`src/rtl/ipsxb_uart_cmd_master_32bit.sv`:
```
// Host-side UART control-protocol initiator: serialises write/read requests into
// command frames and reassembles 4-byte read replies into 32-bit words.
module ipsxb_uart_cmd_master_32bit #(
    parameter logic [7:0]  CMD_WR      = 8'h57,
    parameter logic [7:0]  CMD_RD      = 8'h52,
    parameter logic [31:0] TIMEOUT_CYC = 32'd1_000_000
) (
    input  logic        clk,
    input  logic        rst_n,
    input  logic        cmd_valid,
    output logic        cmd_ready,
    input  logic        cmd_wr,
    input  logic [8:0]  cmd_addr,
    input  logic [31:0] cmd_wdata,
    output logic        rsp_valid,
    output logic [31:0] rsp_rdata,
    output logic        rsp_timeout,
    output logic [7:0]  tx_data,
    output logic        tx_valid,
    input  logic        tx_ready,
    input  logic [7:0]  rx_data,
    input  logic        rx_valid,
    output logic        busy
);

    typedef enum logic [1:0] {
        ST_IDLE     = 2'd0,
        ST_SEND     = 2'd1,
        ST_WAIT_RSP = 2'd2,
        ST_DONE     = 2'd3
    } state_t;

    state_t      state_reg, state_next;

    logic        wr_reg;
    logic [8:0]  addr_reg;
    logic [31:0] wdata_reg;
    logic [2:0]  idx_reg;
    logic [1:0]  rx_cnt_reg;
    logic [31:0] asm_reg;
    logic [31:0] to_cnt_reg;

    logic        cmd_ready_reg, cmd_ready_next;
    logic        tx_valid_reg, tx_valid_next;
    logic [7:0]  tx_data_reg, tx_data_next;
    logic        rsp_valid_reg, rsp_valid_next;
    logic [31:0] rsp_rdata_reg, rsp_rdata_next;
    logic        rsp_timeout_reg, rsp_timeout_next;

    logic        accept;
    logic        tx_fire;
    logic        last_byte;
    logic        rx_take;
    logic        rx_last;
    logic        to_expire;

    function automatic logic [7:0] frame_byte(
        input logic [2:0]  idx,
        input logic        wr,
        input logic [8:0]  addr,
        input logic [31:0] wdata
    );
        logic [7:0] b;
        case (idx)
            3'd0:    b = wr ? CMD_WR : CMD_RD;
            3'd1:    b = {7'b0, addr[8]};
            3'd2:    b = addr[7:0];
            3'd3:    b = wdata[31:24];
            3'd4:    b = wdata[23:16];
            3'd5:    b = wdata[15:8];
            3'd6:    b = wdata[7:0];
            default: b = 8'h00;
        endcase
        return b;
    endfunction

    assign accept    = (state_reg == ST_IDLE) && cmd_valid && cmd_ready_reg;
    assign tx_fire   = tx_valid_reg && tx_ready;
    assign last_byte = (idx_reg == (wr_reg ? 3'd6 : 3'd2));
    assign rx_take   = (state_reg == ST_WAIT_RSP) && rx_valid;
    assign rx_last   = rx_take && (rx_cnt_reg == 2'd3);
    // A byte arriving in the expiry cycle takes priority over the timeout.
    assign to_expire = (state_reg == ST_WAIT_RSP) && !rx_valid &&
                       (TIMEOUT_CYC != 32'd0) &&
                       (to_cnt_reg == TIMEOUT_CYC - 32'd1);

    always_ff @(posedge clk or negedge rst_n) begin
        if (!rst_n) begin
            state_reg <= ST_IDLE;
        end else begin
            state_reg <= state_next;
        end
    end

    always_comb begin
        state_next = state_reg;
        case (state_reg)
            ST_IDLE: begin
                if (accept) state_next = ST_SEND;
            end
            ST_SEND: begin
                if (tx_fire && last_byte) state_next = wr_reg ? ST_DONE : ST_WAIT_RSP;
            end
            ST_WAIT_RSP: begin
                if (rx_last || to_expire) state_next = ST_DONE;
            end
            ST_DONE: begin
                state_next = ST_IDLE;
            end
            default: state_next = ST_IDLE;
        endcase
    end

    always_comb begin
        busy             = (state_reg != ST_IDLE);
        cmd_ready_next   = (state_next == ST_IDLE);
        tx_valid_next    = (state_next == ST_SEND);
        rsp_valid_next   = (state_next == ST_DONE);
        tx_data_next     = tx_data_reg;
        rsp_rdata_next   = rsp_rdata_reg;
        rsp_timeout_next = rsp_timeout_reg;

        // The first byte comes straight from the request; later bytes from the latched copy.
        if (accept) begin
            tx_data_next = frame_byte(3'd0, cmd_wr, cmd_addr, cmd_wdata);
        end else if (tx_fire && !last_byte) begin
            tx_data_next = frame_byte(idx_reg + 3'd1, wr_reg, addr_reg, wdata_reg);
        end

        if (state_next == ST_DONE) begin
            if (rx_last) begin
                rsp_rdata_next   = {asm_reg[23:0], rx_data};
                rsp_timeout_next = 1'b0;
            end else if (to_expire) begin
                rsp_rdata_next   = 32'h0;
                rsp_timeout_next = 1'b1;
            end else begin
                rsp_rdata_next   = 32'h0;
                rsp_timeout_next = 1'b0;
            end
        end
    end

    always_ff @(posedge clk or negedge rst_n) begin
        if (!rst_n) begin
            wr_reg          <= 1'b0;
            addr_reg        <= 9'h0;
            wdata_reg       <= 32'h0;
            idx_reg         <= 3'd0;
            rx_cnt_reg      <= 2'd0;
            asm_reg         <= 32'h0;
            to_cnt_reg      <= 32'h0;
            cmd_ready_reg   <= 1'b0;
            tx_valid_reg    <= 1'b0;
            tx_data_reg     <= 8'h00;
            rsp_valid_reg   <= 1'b0;
            rsp_rdata_reg   <= 32'h0;
            rsp_timeout_reg <= 1'b0;
        end else begin
            cmd_ready_reg   <= cmd_ready_next;
            tx_valid_reg    <= tx_valid_next;
            tx_data_reg     <= tx_data_next;
            rsp_valid_reg   <= rsp_valid_next;
            rsp_rdata_reg   <= rsp_rdata_next;
            rsp_timeout_reg <= rsp_timeout_next;

            if (accept) begin
                wr_reg    <= cmd_wr;
                addr_reg  <= cmd_addr;
                wdata_reg <= cmd_wdata;
                idx_reg   <= 3'd0;
            end else if (tx_fire) begin
                idx_reg <= idx_reg + 3'd1;
            end

            if ((state_reg == ST_SEND) && (state_next == ST_WAIT_RSP)) begin
                rx_cnt_reg <= 2'd0;
                asm_reg    <= 32'h0;
                to_cnt_reg <= 32'h0;
            end else if (rx_take) begin
                asm_reg    <= {asm_reg[23:0], rx_data};
                rx_cnt_reg <= rx_cnt_reg + 2'd1;
                to_cnt_reg <= 32'h0;
            end else if (state_reg == ST_WAIT_RSP) begin
                to_cnt_reg <= to_cnt_reg + 32'd1;
            end
        end
    end

    assign cmd_ready   = cmd_ready_reg;
    assign tx_valid    = tx_valid_reg;
    assign tx_data     = tx_data_reg;
    assign rsp_valid   = rsp_valid_reg;
    assign rsp_rdata   = rsp_rdata_reg;
    assign rsp_timeout = rsp_timeout_reg;

endmodule
```
`config.mk`:
```
export PLATFORM = sky130hd
export DESIGN_NAME = ipsxb_uart_cmd_master_32bit
export DESIGN_NICKNAME = d
export VERILOG_FILES = /design/src/rtl/ipsxb_uart_cmd_master_32bit.sv
export SDC_FILE = /design/constraint.sdc
export NUM_CORES = 1
export LEC_CHECK = 0
export ABC_CLOCK_PERIOD_IN_PS = 3500
export BUFFER_PORTS_ARGS = -buffer_cell sky130_fd_sc_hd__buf_2
export CAP_MARGIN = 20
export CORE_MARGIN = 5
export CORE_UTILIZATION = 35
export DETAILED_ROUTE_END_ITERATION = 7
export HOLD_SLACK_MARGIN = 0.1
export SLEW_MARGIN = 10
export SYNTH_ARGS = -nofsm -noshare
export SYNTH_HDL_FRONTEND = slang
export SYNTH_SLANG_ARGS = --single-unit
```
`constraint.sdc`:
```
create_clock -name clk -period 3.5 [get_ports clk]
set_input_delay 0.7 -clock clk [delete_from_list [all_inputs] [get_ports clk]]
set_output_delay 0.7 -clock clk [all_outputs]
set_load 0.05 [all_outputs]
```
[Word level (Yosys, flattened, before mapping)]
Cells that the tools add are included.
Word-level totals
  bits in registers: 149
  input bits: 55
  output and inout bits: 45
  word-level logic and storage cells: 76
Cells by class
  $add $sub $neg: 3
  eq/ne operators: 15
  mux-type cells: 23
  reduce and logical (&&, ||, !) cells: 21
Operator list (count)
  $mux 32: 4
  $pmux 8 s7: 1
  $mux 24: 2
  $add 32x1->32 const B: 1
  $eq 32x20->1 const B: 1
  $mux 8: 2
  $mux 3: 5
  $eq 2x2->1 const B: 5
  $logic_and 1x1->1: 10
  $mux 2: 5
  $eq 3x3->1 const B: 3
  $pmux 2 s4: 1
  $reduce_bool 2->1: 4
  $eq 3x2->1 const B: 2
  $eq 2x1->1 const B: 2
  $logic_not 2->1: 2
  $add 3x1->3 const B: 1
  $eq 3x1->1 const B: 1
  $eq 3x3->1: 1
  $logic_not 3->1: 1
  $mux 1: 3
  $reduce_bool 3->1: 1
  $add 2x1->2 const B: 1
  $logic_not 1->1: 2
  $logic_or 1x1->1: 1

[Logic depth before layout (Yosys ltp)]
Gate-level depths: netlist of run 1.
  word-level depth: 9
  gate-level depth with buffers: 9

[Worst setup path before layout of run 1]
No wires, ideal clock.
  path kind: register to register
  start: register tx_valid_reg (netlist: tx_valid)
  end: register to_cnt_reg[28]
  data arrival time: 2184 ps
  data required time: 3422 ps
  slack: 1239 ps
  cell stages (with the launch flop): 7
  period minus slack after synthesis: 2261 ps
  path through: dfrtp_1 nand4b_1 nor3b_1 o2111ai_1 buf_2 or4_1 a21oi_1
Between the ends
  word-level cells in the longest chain between the ends: 7
  elaborated cells between the ends (all ways): 8
RTL lines
  from (decl): line 44  | logic tx_valid_reg, tx_valid_next;
  from (signal assigned): line 161  | tx_valid_reg <= tx_valid_next;
  $logic_and 1x1->1 *: line 78  | assign tx_fire = tx_valid_reg && tx_ready;
  $logic_and 1x1->1 *: line 102  | if (tx_fire && last_byte) state_next = wr_reg ? ST_DONE : ST_WAIT_RSP;
  $mux 2 *: line 102
  $pmux 2 s4 *: line 97  | case (state_reg)
  $eq 2x2->1 *: line 176  | if ((state_reg == ST_SEND) && (state_next == ST_WAIT_RSP)) begin
  $logic_and 1x1->1 *: line 176
  $reduce_bool 3->1 (no source line) / $mux 32 (equally long branches)
  to (signal assigned): line 185  | to_cnt_reg <= to_cnt_reg + 32'd1;
  to (decl): line 41  | logic [31:0] to_cnt_reg;
Mark *: on every way between the ends. The rest lies on a longest branch, timed or not.
A chain may end at the register's enable or synchronous reset.

[Worst setup path in the final report of run 1]
  start: register idx_reg[0]
  end: register to_cnt_reg[28]
Between the ends
  word-level cells in the longest chain between the ends: 7
  elaborated cells between the ends (all ways): 8
RTL lines
  from (decl): line 38  | logic [2:0] idx_reg;
  from (signal assigned): line 173  | idx_reg <= idx_reg + 3'd1;
  $eq 3x3->1 *: line 79  | assign last_byte = (idx_reg == (wr_reg ? 3'd6 : 3'd2));
  $logic_and 1x1->1 *: line 102
  $mux 2 *: line 102
  $pmux 2 s4 *: line 97
  $eq 2x2->1 *: line 176
  $logic_and 1x1->1 *: line 176
  $reduce_bool 3->1 (no source line) / $mux 32 (equally long branches)
Marks and branches as above.

==> results of run 1 <==
[power by group through the flow]
stage	Sequential (mW)	Combinational, mW	Clock (mW)
after floorplan	3.36	1.25	0
after global placement	2.83	2.46	0
after detailed placement	2.84	2.50	0
after CTS	2.81	2.51	1.90
after global routing	2.89	2.73	1.97
final	2.81	2.48	1.86
[layout by cell type (no fill, tap or decap), types with 4 or more instances in the layout]
cell,n
mux2_2,4
clkbuf_16,17
inv_1,12
dfrtp_1,149
o22ai_1,4
nor4_1,5
buf_2,98
nand4_1,15
ha_1,7
and3_1,12
nand2_1,211
nor2_1,31
nand3_1,12
nor2b_1,7
xnor2_1,5
buf_4,13
o21ai_0,13
inv_8,5
or4_1,7
a22o_1,35
nor3_1,10
mux2i_1,7
o31ai_1,5
xor2_1,13
a21oi_1,45
a31oi_1,6
[critical path, stage by stage, from the launching register on]
cell and delay, ps:
dfrtp_1 440, inv_1 120, ha_1 390, nand4b_1 190, nor3b_2 280, o2111ai_1 420, or4_1 610, a21oi_1 170
[area by class of cell]
cell class	instances	area, um2
multi-input combinational	498	2780
tap	260	325
timing repair buffer	113	619
clock buffer	17	425
fill	1840	10700
inverter	12	45.0
clock inverter	15	184
sequential	149	3730
[cell families (layout without fill, tap and decap cells)]
| logic type | count (synthesis) | after routing | synth area share |
|---|---|---|---|
| flip-flops | 149 | 149 | 0.555 |
| AND/OR/NAND/NOR | 333 | 333 | 0.228 |
| XOR/XNOR | 18 | 18 | 0.0235 |
| buffers and inverters | 56 | 157 | 0.0320 |
| AO/OA/AOI/OAI | 129 | 129 | 0.132 |
| multiplexers | 11 | 11 | 0.0171 |
| adder cells (fa/ha/maj) | 7 | 7 | 0.0130 |
[metrics by stage]
step	std cells	total power, mW	hold slack, ps	setup slack, ps	utilization
6_report	1064	7.15	235	793	0.430
4_1_cts	1064	7.22	256	793	0.430
5_1_grt	1064	7.59	277	549	0.430
3_3_place_gp	1032	5.30	454	941	0.398
3_5_place_dp	1032	5.34	457	820	0.398
2_1_floorplan	703	4.61	404	1240	-
[per-layer routing]
| layer | global-route usage | routed length [um] | up-vias |
|---|---|---|---|
| met5 | 0 | 0 | - |
| met4 | 0.0374 | 127 | 0 |
| met3 | 0.0338 | 616 | 8 |
| met2 | 0.236 | 7840 | 103 |
| met1 | 0.219 | 7660 | 2566 |
| li1 | - | - | 2621 |
[worst paths after layout]
| kind | to | from | slack, ps | cells after the start |
|---|---|---|---|---|
| setup reg to reg | to_cnt_reg[28] | idx_reg[0] | 790 | 7 |
| setup / recovery | to_cnt_reg[28] | idx_reg[0] | 790 | 7 |
| hold / removal | rsp_valid | rst_n | 230 | 1 |
| hold reg to reg | wdata_reg[14] | wdata_reg[14] | 470 | 2 |
| max in group asynchronous | wdata_reg[3] | rst_n | 2450 | 2 |
| min in group clk | wdata_reg[20] | cmd_wdata[20] | 450 | 3 |
==> results by group, run 1 <==
Status
  • Status: completed

Floorplan
  • Initial Utilization: 0.357
  • Die width: 149 um
  • Site row count: 50
  • Die ar.: 22,100 um2
  • I/O pin cnt: 100
  • CORE AREA: 18,800 um2
  • Chip height: 149 um

Synthesis
  • Syn. warnings: 0
  • Post-synth cell types: 55
  • Post-Synthesis Cells: 703
  • Post-synth top area share: 0.555
  • FFs w/ async S/R, synth: 1.00
  • Most common cell in the synthesized netlist: nand2_1
  • Synth area leader: dfrtp_1
  • Synth Flop Type: dfrtp_1
  • Post-synth EDFFs: 0
  • Dominant cells by area after synthesis: dfrtp_1 56%, nand2_1 12%, a22o_1 4.6%
  • Syn Nets: 765
  • Mapped Avg Cell Area: 9.55 um2
  • Synth Register Bits: 149
  • Mapped Area: 6720 um2
  • Top cells by count, synth: 211 x nand2_1, 149 x dfrtp_1, 45 x a21oi_1
  • Seq/Total Area, Yosys: 0.555

Place
  • GP Congestion: 0.776
  • Dpl cell area: 7500 um2
  • Port Buf Inserts: 99
  • Post-DP HPWL: 10.9 mm

Timing
  • Slew Limit Headroom: 0.386
  • Final hold vios: 0
  • Final Slew Violations: 0
  • RSZ-0062 raised after global routing: false
  • Layout Skew: 12.1 ps
  • Worst slew pin tran: 917 ps
  • Sum Neg Setup Slack: 0 ps
  • # setup viols final: 0
  • Min Tclk post-route: 2710 ps
  • Post-route clock period utilization: 0.773
  • Fmax: 369 MHz

Clock network
  • Post-CTS Setup Inserts: 0
  • Clock sinks: 149
  • Longest Clk Path Bufs: 2
  • CTS tree: yes
  • Hold buffers post-CTS: 0
  • PostCTS Resize Cnt: 0
  • Clk_lat worst skew: 430 ps
  • Worst-path clk slew: 60 ps
  • H-Tree Depth: 4
  • TritonCTS buffer count: 17
  • Root Buffer Master: clkbuf_16

Critical path
  • CP Capture Type: flip-flop
  • Req. time, crit path: 3830 ps
  • Worst Path Max Fanout: 11
  • Worst Setup Start Kind: flip-flop
  • Worst Path Arrival: 3040 ps
  • CP Class: flip-flop to flip-flop

Power
  • Sw frac: 0.415
  • Lkg Pwr: 4.01 nW
  • Maximum vdd drop: 0.360 mV
  • Int Power: 4.18 mW
  • Comb pwr share: 0.347
  • Reg power frac: 0.393
  • Clock Power Share: 0.260
  • PD cells: 882 nW/um2
  • Total net switching power: 2.97 mW

Global routing
  • Number of global-route vias before repair: 5,275
  • Initial antenna violation count: 0
  • Grt total ovfl: 0
  • Global Route Usage Sum: 0.153
  • First-pass GRT wire length: 27.5 mm
  • Largest net degree at the start of global routing: 62

Final layout
  • Area Overhead vs Synth: 20.7%
  • Share of layout cells above drive strength 1: 0.194
  • N_diodes: 0
  • Fin area: 8110 um2
  • Final nets: 853

Detailed routing
  • Via count: 5,298
  • Post-Route WL: 16.2 mm
  • Vias per cell: 4.98
  • Wire per inst: 15.3 um
  • Initial DRT Pass Iterations: 5
  • Final ANT Viol Nets: 0
  • # DRC: 0
  • DRT iter0 DRCs: 345

Min path
  • Hold crit path type: input pin to asynchronous set/reset pin

Flow run
  • Max-cap violations: 0
Power figures use the tool's default switching activity.
==> run 2, diff against run 1 <==
--- a/config.mk
+++ b/config.mk
@@ -5,7 +5,8 @@
 export SDC_FILE = /design/constraint.sdc
 export NUM_CORES = 1
 export LEC_CHECK = 0
-export ABC_CLOCK_PERIOD_IN_PS = 3500
+export ABC_AREA = 1
+export ABC_CLOCK_PERIOD_IN_PS = 2800
 export BUFFER_PORTS_ARGS = -buffer_cell sky130_fd_sc_hd__buf_2
 export CAP_MARGIN = 20
 export CORE_MARGIN = 5
==> constraint.sdc (replaced) <==
create_clock -name clk -period 2.8 [get_ports clk]
set_input_delay 0.56 -clock clk [delete_from_list [all_inputs] [get_ports clk]]
set_output_delay 0.56 -clock clk [all_outputs]
set_load 0.05 [all_outputs]
==> run 2 against run 1 <==
Sequential share of layout area decreased by 4.6 points. Final area increased by 11%. Global-route usage increased by 0.76 points. Total power increased by 21%. Critical endpoint is now to_cnt_reg[6]. Fmax increased by 20%. First-iteration DRC count increased by 29%. Sequential cell count unchanged.
==> results by group, run 2 <==
Clock network
  • Worst-path clk slew: 70 ps (about the same)
  • Clk_lat worst skew: 420 ps (about the same)
  • H-Tree Depth: 4 (unchanged)
  • Root Buffer Master: clkbuf_16
  • CTS tree: yes
  • TritonCTS buffer count: 17 (unchanged)
  • Longest Clk Path Bufs: 2 (unchanged)
  • Clock sinks: 149 (unchanged)
  • PostCTS Resize Cnt: 0 (unchanged)
  • Hold buffers post-CTS: 1 (+1)
  • Post-CTS Setup Inserts: 0 (unchanged)

Place
  • Post-DP HPWL: 13.9 mm (+27%)
  • GP Congestion: 0.904 (+17%)
  • Dpl cell area: 8420 um2 (+12%)
  • Dpl cells: 1,418 (+37%)
  • Port Buf Inserts: 99 (unchanged)

Synthesis
  • Seq/Total Area, Yosys: 0.488 (-0.0673)
  • Mapped Avg Cell Area: 7.18 um2 (-25%)
  • Syn Nets: 1,126 (+47%)
  • Post-synth EDFFs: 0 (unchanged)
  • Post-Synthesis Cells: 1,064 (+51%)
  • Syn. warnings: 0 (unchanged)
  • Most common cell in the synthesized netlist: nand2_1
  • Synth Flop Type: dfrtp_1
  • Top cells by count, synth: 492 x nand2_1, 149 x dfrtp_1, 108 x nor2_1
  • Post-synth top area share: 0.488 (-0.0673)
  • Synth area leader: dfrtp_1
  • Dominant cells by area after synthesis: dfrtp_1 49%, nand2_1 24%, nand3_1 6.2%
  • FFs w/ async S/R, synth: 1.00 (unchanged)
  • Synth Register Bits: 149 (unchanged)
  • Mapped Area: 7640 um2 (+14%)
  • Post-synth cell types: 31 (-44%)

Global routing
  • Largest net degree at the start of global routing: 47 (-24%)
  • GR peak layer: met2
  • Grt total ovfl: 0 (unchanged)
  • Initial antenna violation count: 0 (unchanged)
  • Met1 usage: 0.227 (+0.00743)
  • First-pass GRT wire length: 32.2 mm (+17%)
  • M2 GR Usage: 0.258 (+0.0212)
  • Met3 Usage GRT: 0.0323 (-0.00156)
  • Global Route Usage Sum: 0.160 (+0.00757)
  • Number of global-route vias before repair: 6,356 (+20%)

Final layout
  • N_diodes: 0 (unchanged)
  • Most frequent cells in the layout: 492 x nand2_1, 149 x dfrtp_1, 107 x nor2_1
  • Final std cells w/o fill: 1,450 (+36%)
  • Fin area: 9000 um2 (+11%)
  • Final nets: 1,220 (+43%)
  • Most common cell after layout, fill and taps aside: nand2_1
  • Share of layout cells above drive strength 1: 0.153 (-0.0410)
  • Area Overhead vs Synth: 17.8%
  • Filler Cell Count: 2,224 (+21%)

Timing
  • Post-route clock period utilization: 0.808 (+0.0343)
  • # setup viols final: 0 (unchanged)
  • Layout Skew: 11.6 ps (-0.492 ps)
  • RSZ-0062 raised after global routing: false
  • Min Tclk post-route: 2260 ps (-445 ps)
  • Worst slew pin tran: 659 ps (-258 ps)
  • Final hold vios: 0 (unchanged)
  • Fmax: 442 MHz (+20%)
  • Slew Limit Headroom: 0.559 (+0.173)
  • Final Slew Violations: 0 (unchanged)
  • Sum Neg Setup Slack: 0 ps (unchanged)

Critical path
  • CP Capture Type: flip-flop
  • Worst Setup Start Kind: flip-flop
  • Worst Path Arrival: 2570 ps (-470 ps)
  • Req. time, crit path: 3110 ps (-720 ps)
  • Worst Path Max Fanout: 34 (+23)
  • CP Class: flip-flop to flip-flop

Detailed routing
  • Vias per cell: 4.56 (-8.3%)
  • # DRC: 0 (unchanged)
  • Initial DRT Pass Iterations: 5 (unchanged)
  • Final ANT Viol Nets: 0 (unchanged)
  • DRT iter0 DRCs: 446 (+29%)
  • Post-Route WL: 19.4 mm (+19%)
  • Wire per inst: 13.4 um (-12%)
  • Via count: 6,618 (+25%)

Power
  • Maximum vdd drop: 0.399 mV (+11%)
  • PD cells: 961 nW/um2 (+9.0%)
  • Lkg Pwr: 4.93 nW (+23%)

Floorplan
  • I/O pin cnt: 100 (unchanged)
  • Die width: 158 um (+6.2%)
  • CORE AREA: 21,700 um2 (+15%)
  • Initial Utilization: 0.352 (-0.00431)
  • Site row count: 54 (+8.0%)
  • Chip height: 158 um (+6.2%)
  • Die ar.: 24,900 um2 (+13%)

Flow run
  • Max-cap violations: 0 (unchanged)

Status
  • Status: completed

Min path
  • Hold crit path type: input pin to flip-flop
==> run 2: cell type report <==
cell class,instances,area [um2],share of cell area
repair buffers,115,662,0.0735
flip-flops and latches,149,3730,0.414
clock inverters,14,143,0.0158
inverters,93,349,0.0388
well taps,280,350,0.0389
clock buffers,17,425,0.0473
multi-input cells,782,3340,0.371
==> run 2: power breakdown <==
group	switching (mW)	internal, mW	total [mW]
clock network	0.982	1.25	2.23
logic	2.26	0.828	3.09
registers	0.442	2.89	3.33
==> run 2: per-stage QoR <==
step	hold slack (ps)	power (mW)	worst slack [ps]	utilization
floorplan	264	5.64	944	-
global placement	454	6.45	454	0.388
detailed placement	454	6.49	442	0.388
CTS	314	8.75	515	0.415
global route	321	9.27	284	0.415
finish	329	8.65	539	0.415
==> run 2: path summary, 6_finish.rpt <==
check / slack [ps] / depth (start not counted) / from / endpoint
worst max-delay path: 540 / 10 / idx_reg[0] / to_cnt_reg[6]
worst min-delay path: 330 / 3 / cmd_wdata[17] / wdata_reg[17]
worst max register to register: 540 / 10 / idx_reg[0] / to_cnt_reg[6]
worst min register to register: 460 / 2 / rsp_rdata[13] / rsp_rdata[13]
max in group asynchronous: 1450 / 3 / rst_n / idx_reg[1]
min in group asynchronous: 610 / 2 / rst_n / wdata_reg[27]
==> run 2: kinds of logic (layout without fill, tap and decap cells) <==
group | after synthesis | after routing | share of synthesized area
and+or+nand+nor | 726 | 726 | 0.386
DFF | 149 | 149 | 0.488
buffers and inverters | 133 | 239 | 0.0750
AOI/OAI and AO/OA | 37 | 37 | 0.0255
xor gates and xnor gates | 12 | 12 | 0.0138
adders and majority gates | 7 | 7 | 0.0115
==> run 2: per-layer routing <==
layer / vias up / wire length (um)
met5: - / 0
met4: 0 / 113
met3: 12 / 901
met2: 113 / 8940
met1: 3045 / 9430
li1: 3448 / -
==> run 2: critical path: stages (launching register included) <==
cell     delay (ps)
dfrtp_1         410
inv_1           130
ha_1            220
nand3_1         120
nor2_1          110
nand2_1         100
inv_1           110
nand4_4         460
buf_12          360
nand3_1          80
nand2_1          70
